===== src/rtl/count_sched.sv =====
// Two-requester round-robin scheduler driving a shared, non-wrapping counter.
// Each grant runs the counter from 0 up to the winner's sampled length.
module count_sched #(
    parameter int WIDTH = 4
) (
    input  logic             clk,
    input  logic             reset,
    input  logic [1:0]       req,
    input  logic [WIDTH-1:0] len0,
    input  logic [WIDTH-1:0] len1,
    input  logic             abort,
    output logic [1:0]       gnt,
    output logic [WIDTH-1:0] count,
    output logic             t,
    output logic [1:0]       done,
    output logic             busy
);

    typedef enum logic [1:0] {
        IDLE = 2'd0,
        RUN  = 2'd1,
        DONE = 2'd2
    } state_t;

    state_t           state, state_n;
    logic [WIDTH-1:0] len_q, len_n;
    logic             owner, owner_n;
    logic             last, last_n;
    logic [1:0]       gnt_n, done_n;
    logic [WIDTH-1:0] count_n;
    logic             t_n, busy_n;
    logic             win;

    // last == 1 means requester 1 was served most recently
    assign win = (req == 2'b11) ? ~last : req[1];

    always_ff @(posedge clk) begin
        if (reset) begin
            state <= IDLE;
            len_q <= '0;
            owner <= 1'b0;
            last  <= 1'b1;
            gnt   <= 2'b00;
            count <= '0;
            t     <= 1'b0;
            done  <= 2'b00;
            busy  <= 1'b0;
        end else begin
            state <= state_n;
            len_q <= len_n;
            owner <= owner_n;
            last  <= last_n;
            gnt   <= gnt_n;
            count <= count_n;
            t     <= t_n;
            done  <= done_n;
            busy  <= busy_n;
        end
    end

    always_comb begin
        state_n = state;
        len_n   = len_q;
        owner_n = owner;
        last_n  = last;
        gnt_n   = gnt;
        count_n = count;
        t_n     = 1'b0;
        done_n  = 2'b00;
        case (state)
            IDLE: begin
                gnt_n = 2'b00;
                if (req != 2'b00) begin
                    state_n = RUN;
                    owner_n = win;
                    len_n   = win ? len1 : len0;
                    count_n = '0;
                    gnt_n   = win ? 2'b10 : 2'b01;
                    t_n     = (len_n == '0);
                end
            end
            RUN: begin
                if (abort) begin
                    state_n = IDLE;
                    gnt_n   = 2'b00;
                    last_n  = owner;
                end else if (t) begin
                    state_n = DONE;
                    gnt_n   = 2'b00;
                    done_n  = owner ? 2'b10 : 2'b01;
                end else begin
                    count_n = count + WIDTH'(1);
                    t_n     = (count_n == len_q);
                end
            end
            DONE: begin
                state_n = IDLE;
                gnt_n   = 2'b00;
                last_n  = owner;
            end
            default: begin
                state_n = IDLE;
                gnt_n   = 2'b00;
            end
        endcase
        busy_n = (state_n != IDLE);
    end

endmodule

===== config.mk =====
export PLATFORM = sky130hd
export DESIGN_NAME = count_sched
export DESIGN_NICKNAME = d
export VERILOG_FILES = /design/src/rtl/count_sched.sv
export SDC_FILE = /design/constraint.sdc
export NUM_CORES = 1
export LEC_CHECK = 0
export CORE_MARGIN = 4
export CORE_UTILIZATION = 43
export CTS_BUF_LIST = sky130_fd_sc_hd__clkbuf_2
export DETAILED_ROUTE_END_ITERATION = 16
export PLACE_DENSITY = 0.76
export RECOVER_POWER = 25
export SYNTH_ARGS = -nofsm -noshare
export SYNTH_HDL_FRONTEND = slang
export SYNTH_SLANG_ARGS = --single-unit

===== constraint.sdc =====
create_clock -name clk -period 1.49 [get_ports clk]
set_clock_uncertainty 0.2 [all_clocks]
set_input_delay 0.298 -clock clk [delete_from_list [all_inputs] [get_ports clk]]
set_output_delay 0.298 -clock clk [all_outputs]
set_load 0.05 [all_outputs]

Yosys cells after proc, flatten, opt, wreduce, memory -nomap -nowiden
Index checks and enable logic that the tools add are counted.
W data, S select, Z words.
- RAM bits: 0
- latch bits: 0
- output and inout bits: 10
- memories: 0
- word-level logic and storage cells: 54
- input port bits: 13
- register bits: 18
- ROM bits: 0
- $add $sub $neg: 1
- reductions and logical operators: 10
- bitwise gates (word level): 3
- div/mod/pow operators: 0
- $lt $le $gt $ge: 0
- $mul: 0
- equal/unequal tests: 9
- shift operators: 0
- muxes and demuxes: 22
- operator list (operator ; number):
    $mux W2 ; 8
    $mux W4 ; 4
    $ne A2 B2 Y1 const B ; 4
    $pmux W2 S2 ; 2
    $pmux W4 S2 ; 1
    $reduce_bool A2 Y1 ; 4
    $mux W1 ; 5
    $add A4 B1 Y4 const B ; 1
    $eq A2 B2 Y1 const B ; 2
    $eq A4 B4 Y1 ; 1
    $logic_not A4 Y1 ; 1
    $pmux W1 S2 ; 2
    $reduce_and A2 Y1 ; 2
    $reduce_and A4 Y1 ; 1
    $reduce_or A4 Y1 ; 1
    $ne A3 B3 Y1 const B ; 1
    $not A1 Y1 ; 3
    $eq A2 B1 Y1 const B ; 1
    $logic_not A2 Y1 ; 1

Logic depth before layout (Yosys ltp)
Gate-level depths: netlist of the first run.
- depth in word-level cells: 6
- gate-level depth with buffers: 5
- gate-level depth less buffers: 4

Worst setup path after synthesis of the first run
No wires, ideal clock.
- path type: register to register
- from: reg t
- to: reg count[3]
- data required time: 1.219 ns
- setup time: 0.071 ns
- path slack: -0.323 ns
- path buffers: 0
- clock period less this slack: 1.813 ns
- arrival: 1.542 ns
- stages on the path, launching flop included: 4
- path through: dfxtp_1 or4b_4 or3_1 a21oi_1
- word-level cells in the longest chain between the ends: 2
- ends and longest elaborated chain (what ; line ; text):
    start, declared ; 14 ; output logic t,
    start signal, assigned ; 55 ; t <= t_n;
    $ne A2 B2 Y1 (no source line) ; n/a ;
    $reduce_and A4 Y1 (no source line) ; n/a ;
    end signal, assigned ; 54 ; count <= count_n;
    end, declared ; 13 ; output logic [WIDTH-1:0] count,
Every way passes these cells.
A chain may end at the register's enable or synchronous reset.

Final worst setup path of the first run
- from: reg state[1]
- to: reg count[0]
- word-level cells in the longest chain between the ends: 3
- elaborated cells on any way between the ends: 8
- those cells by class: eq/ne: 4; mux: 1; reduce/logical: 3
- ends and longest elaborated chain (what ; line ; text):
    start, declared ; 25 ; state_t state, state_n;
    start signal, assigned ; 49 ; state <= state_n;
    $eq A2 B1 Y1 / $logic_not A2 Y1 (equally long branches) ; 70 ; case (state)
    $ne A2 B2 Y1 (no source line) / $reduce_bool A2 Y1 (equally long branches) ; n/a ;
    $reduce_and A4 Y1 (no source line) ; n/a ;
Parallel ways exist; a longest one is shown, timed or not.

==> metrics, run 1 <==
outcome finished, violations left; failing checks setup timing; Antenna Cells 0; Netlist cell types 29; Seq/Total Area, Yosys 45.5%; reg2reg end count[0]; nets@finish 138; Avg Vias per Cell 5.55; critical path's top delay family simple AND/OR/NAND/NOR gates; CP Launch Type register; largest family of logic cells by synthesized area simple AND/OR/NAND/NOR gates; clock latency on the worst-skew pair 0.31 ns; actual slew at the worst max-slew pin 0.295 ns; clock buffer depth 2; final setup fails 7; Crit Path Max Fanout 6; share of flip-flops with an asynchronous set or reset 0%; Detailed Route WL 2.13 mm; IO Port Bufs 22; clock buffer count from CTS 3; DP Area 1230 sq um; Avg Inst Size Synth 9.54 sq um; mux cell area share after synthesis 7.58%; FF-to-FF Start state[1]; CP Cell Sequence or4b_4, o31a_1, a21oi_1, nor2_1; P per Cell Area 777 nW/um^2; Area Growth Syn to Fin 67.9%; Rows 15; crit path DAT 1.67 ns; DRT iter0 DRCs 20; synthesized area 792 sq um; drc violations 0; fin area 1330 sq um; vias 822; Synth Flop Type dfxtp_1; worst vdd ir 0.496 mV; EDFF count, synth 0; initial antenna violation count 0; Highest Clock Rate 600 MHz; die area 2590 sq um; drt pass-1 iters 4; Stages on worst setup path 4; DPL Wire Length 1.44 mm; number of global-route vias before repair 761; Tmin final 1.67 ns; Simple-Gate Fraction of Synth Area 20.4%; share of layout cells above drive strength 1 35.8%; Clock transition at path regs 0.18 ns; R2R depth 4; clock root buffer clkbuf_2; core footprint 1730 sq um; Final WS setup -0.178 ns; Post-Synthesis Cells 83; WL/cell 14.4 um; Buf+Inv Stages, Crit Path 0; CTS sink count 18; start point of the critical path state[1]; routability cong. 0.885; DIE WIDTH 50.9 um; unrepaired setup endpoints after global routing yes; Max Cap Viol 0; GRT Util Overall 17.5%; worst endpoint required time 1.50 ns; critical path's slowest cell or4b_4; post-synthesis compound-gate area fraction 16.4%; crit path capture type register; Overflow after GRT 0; Setup Crit Path Kind register to register; TritonCTS clock tree built; Starting Density 45.9%; Yosys reg bits 18; fin crit share 112%; leak pwr 0.535 nW; worst slack, placed -0.538 ns; Post-Synth Adder-Cell Area 1.58%; end of the critical path count[0]; Final Hold Fails 0; largest net degree at the start of global routing 15; Syn Nets 97; height of the die 50.9 um; Worst slew margin 80.1%; Setup TNS -0.763 ns; min-delay worst type register to register; post-route ant nets 0; CP max stage delay 0.55 ns; synth warn 0; R2R Setup Slk -0.18 ns; first-pass GRT wire length 3.39 mm; io pins 23; Post-Synth XOR/XNOR Area 6.64%; H-tree levels 1; Final Slew Violations 0
==> kinds of logic (layout without fill, tap and decap cells) <==
| family | count (synthesis) | count (layout) |
|---|---|---|
| fa+ha+maj | 1 | 1 |
| xor+xnor | 6 | 6 |
| mux | 6 | 6 |
| compound gates | 19 | 19 |
| simple gates | 29 | 29 |
| buf+inv | 4 | 44 |
| flops | 18 | 18 |
==> repair_timing <==
action	CTS	global route
resized for setup	3	11
endpoints found under the setup margin	7	14
cloned	0	1
setup buffers	2	2
hold endpoints to repair	0	0
pin swaps	5	4
hold buffers	0	0
==> how the worst min path moves through the flow <==
| stage | startpoint | slack [ns] | depth (start not counted) | to |
|---|---|---|---|---|
| floorplan | reset | 0.17 | 1 | len_q[0] |
| detailed placement | owner | 0.26 | 1 | done[0] |
| finish | owner | 0.31 | 1 | done[0] |
| global placement | owner | 0.24 | 1 | done[0] |
| CTS | owner | 0.30 | 1 | done[0] |
| global route | owner | 0.34 | 1 | done[0] |
==> registers in the layout (all words and copies together), names as in the netlist, 2 cells and up <==
signal	cells
count	4
len_q	4
done	2
gnt	2
state	2
==> synth_stat cells (2+ instances only) <==
cell type	instances	area [sq um]
a211oi_1	4	30.0
a21oi_1	5	25.0
a22oi_1	2	15.0
and2_1	2	12.5
clkbuf_1	2	7.51
dfxtp_1	18	360
inv_1	2	7.51
mux2i_1	6	60.1
nand2_1	2	7.51
nand2b_1	2	12.5
nor2_1	13	48.8
o21ai_0	3	15.0
or3_1	2	12.5
xnor2_1	4	35.0
xor2_1	2	17.5
==> power breakdown <==
group / switching, W / internal (W)
Sequential: 0.0000224 / 0.000507
Clock: 0.000152 / 0.0000584
Combinational: 0.000137 / 0.000156
==> worst reg2reg max path, cell delays in order, from the launching register on <==
cell and delay [ns]:
dfxtp_1 0.36, or4b_4 0.56, o31a_1 0.20, a21oi_1 0.19, nor2_1 0.06
==> metal layers <==
layer	part of all wire (%)	GRT usage, %	wire length [um]
met5	0	0	0
met4	2.4	10.8	51
met2	51	28.8	1090
met1	40	20.6	859
met3	6.2	3.79	132
==> through the flow <==
stage,total power [W],std cells,hold WS [ns],util (%)
after floorplan,0.000664,83,0.171,-
after global placement,0.000790,139,0.237,71.4
after detailed placement,0.000795,139,0.264,71.4
after CTS,0.00101,145,0.304,74.1
after global routing,0.00109,148,0.338,77.0
final,0.00103,148,0.307,77.0
==> placed cells by master (no fill, tap or decap), types with 2 or more instances in the layout <==
cell              n
nor2_1           12
dfxtp_1          13
buf_6             2
clkbuf_2          3
buf_4            13
inv_1             2
nand2b_1          2
a211oi_1          4
a21oi_2           2
dfxtp_2           2
xor2_1            2
clkdlybuf4s50_1  11
or3_1             2
a21oi_1           3
and2_1            2
buf_12            9
nand2_1           2
xnor2_1           3
mux2i_1           6
dfxtp_4           3
==> final cells by class <==
| type | instances | area, sq um |
|---|---|---|
| multi-input cells | 61 | 463 |
| repair buffers | 38 | 435 |
| fillers | 107 | 397 |
| flip-flops and latches | 18 | 374 |
| well taps | 25 | 31.3 |
| clock buffers | 3 | 15.0 |
| inverters | 2 | 7.51 |
| clock inverters | 1 | 3.75 |
(Power assumes the default switching activity.)
==> inputs of run 2 (changes only) <==
--- a/config.mk
+++ b/config.mk
@@ -9,7 +9,7 @@
 export CORE_UTILIZATION = 43
 export CTS_BUF_LIST = sky130_fd_sc_hd__clkbuf_2
 export DETAILED_ROUTE_END_ITERATION = 16
-export PLACE_DENSITY = 0.76
+export PLACE_DENSITY = 0.72
 export RECOVER_POWER = 25
 export SYNTH_ARGS = -nofsm -noshare
 export SYNTH_HDL_FRONTEND = slang
==> constraint.sdc (replaced) <==
create_clock -name clk -period 1.4 [get_ports clk]
set_clock_uncertainty 0.2 [all_clocks]
set_input_delay 0.28 -clock clk [delete_from_list [all_inputs] [get_ports clk]]
set_output_delay 0.28 -clock clk [all_outputs]
set_load 0.05 [all_outputs]
==> metrics, run 2 (same netlist as run 1, synthesis figures left out) <==
outcome finished, violations left; failing checks setup timing; first-pass GRT wire length 3.39 mm; final setup fails 12; DPL Wire Length 1.51 mm; crit path DAT 1.70 ns; die area 2590 sq um; WL/cell 15.1 um; critical path's slowest cell or4b_4; actual slew at the worst max-slew pin 0.309 ns; CP Launch Type register; H-tree levels 1; Highest Clock Rate 597 MHz; fin crit share 120%; PnR Total Power 0.00114 W; Max Cap Viol 0; Final Hold Fails 0; Worst Hold Margin 0.260 ns; largest net degree at the start of global routing 15; DRT iter0 DRCs 22; routability cong. 0.823; vias 841; clock latency on the worst-skew pair 0.33 ns; IO Port Bufs 22; crit path capture type register; worst endpoint required time 1.42 ns; Worst slew margin 79.1%; Detailed Route WL 2.28 mm; nets@finish 141; Buf+Inv Stages, Crit Path 0; biggest regs count (4), len_q (4); post-route ant nets 0; drc violations 0; Final WS setup -0.276 ns; most common cell after layout, fill and taps aside buf_4; Setup Crit Path Kind register to register; hold-fix buffers at CTS 0; DIE WIDTH 50.9 um; clock root buffer clkbuf_2; Rows 15; fin area 1430 sq um; clock buffer count from CTS 3; GRT Util Overall 17.7%; drt pass-1 iters 4; most frequent cells in the layout 11 x buf_4, 10 x nor2_1, 10 x dfxtp_1, 10 x buf_12, 9 x clkdlybuf4s50_1; post-layout util 82.8%; height of the die 50.9 um; P per Cell Area 796 nW/um^2; io pins 23; TritonCTS clock tree built; CP Cell Sequence or4b_4, o31a_1, o21ai_1, a21oi_1; Tmin final 1.68 ns; Area Growth Syn to Fin 80.4%; share of layout cells above drive strength 1 42.9%; core footprint 1730 sq um; min-delay worst type primary input to register; Crit Path Max Fanout 6; Starting Density 45.9%; CTS sink count 18; Overflow after GRT 0; Final Slew Violations 0; worst vdd ir 0.603 mV; Avg Vias per Cell 5.57; CP max stage delay 0.52 ns; Clock transition at path regs 0.18 ns; clock buffer depth 2; DP Area 1260 sq um; Antenna Cells 0; leak pwr 0.583 nW; initial antenna violation count 0; critical path's top delay family simple AND/OR/NAND/NOR gates; unrepaired setup endpoints after global routing yes; number of global-route vias before repair 773
[run 2: cell types whose count changed in the layout (fill, tap and decap cells not counted), moves of 2 or more]
cell / change
dfxtp_2: +2
buf_4: -2
nor2_1: -2
dfxtp_1: -3
buf_6: +5
dlymetal6s2s_1: +2
clkdlybuf4s50_1: -2
[run 2: path summary, 6_finish.rpt]
kind | depth (start not counted) | start | endpoint | slack, ns
worst max register to register | 4 | state[1] | count[3] | -0.28
worst min-delay path | 5 | req[0] | owner | 0.26
worst max-delay path | 4 | state[1] | count[3] | -0.28
worst min register to register | 2 | gnt[1] | gnt[1] | 0.29
[run 2: metal layers]
layer,GRT usage (%),share of wire (%),vias to the layer above
met4,10.8,5.0,0
li1,-,-,393
met2,30.5,49,40
met3,2.62,6.2,11
met1,20.4,40,397
met5,0,0,-
[run 2: metrics by stage]
| step | setup TNS [ns] | setup slack [ns] | instances |
|---|---|---|---|
| after CTS | -1.34 | -0.176 | 150 |
| after global routing | -2.35 | -0.287 | 151 |
| final | -1.54 | -0.276 | 151 |
| after detailed placement | -6.74 | -0.548 | 141 |
| after floorplan | -0.787 | -0.178 | 83 |
| after global placement | -6.49 | -0.537 | 141 |
[run 2: worst register-to-register path, delay by kind of cell (launching register included)]
family,cells,cell delay [ns]
flops,1,0.37
compound gates,3,0.48
simple gates,1,0.52
[run 2: what timing repair did]
| item | 4_1_cts | 5_1_grt |
|---|---|---|
| buffers inserted | 4 | 2 |
| pin swaps | 8 | 8 |
| gates resized for setup | 11 | 19 |
| endpoints found under the setup margin | 15 | 20 |
| gates cloned | 1 | 0 |
[run 2: power by group]
group / leakage [nW] / internal, W / switching, W
logic: 0.417 / 0.000184 / 0.000151
registers: 0.152 / 0.000539 / 0.0000275
clock network: 0.0140 / 0.0000620 / 0.000175
total: 0.583 / 0.000785 / 0.000353
[run 2: cell type report]
| class | instances | area [sq um] |
|---|---|---|
| multi-input cells | 61 | 500 |
| repair buffers | 41 | 490 |
| flip-flops and latches | 18 | 380 |
| fillers | 104 | 298 |
| well taps | 25 | 31.3 |
| clock buffers | 3 | 15.0 |
| inverters | 2 | 7.51 |
| clock inverters | 1 | 3.75 |
==> inputs of run 3 (changes only) <==
--- a/config.mk
+++ b/config.mk
@@ -8,6 +8,7 @@
 export CORE_MARGIN = 4
 export CORE_UTILIZATION = 43
 export CTS_BUF_LIST = sky130_fd_sc_hd__clkbuf_2
+export CTS_CLUSTER_SIZE = 40
 export DETAILED_ROUTE_END_ITERATION = 16
 export PLACE_DENSITY = 0.72
 export RECOVER_POWER = 25
==> results of run 3 <==
The final DEF is identical to that of run 2; final timing and power are the same.
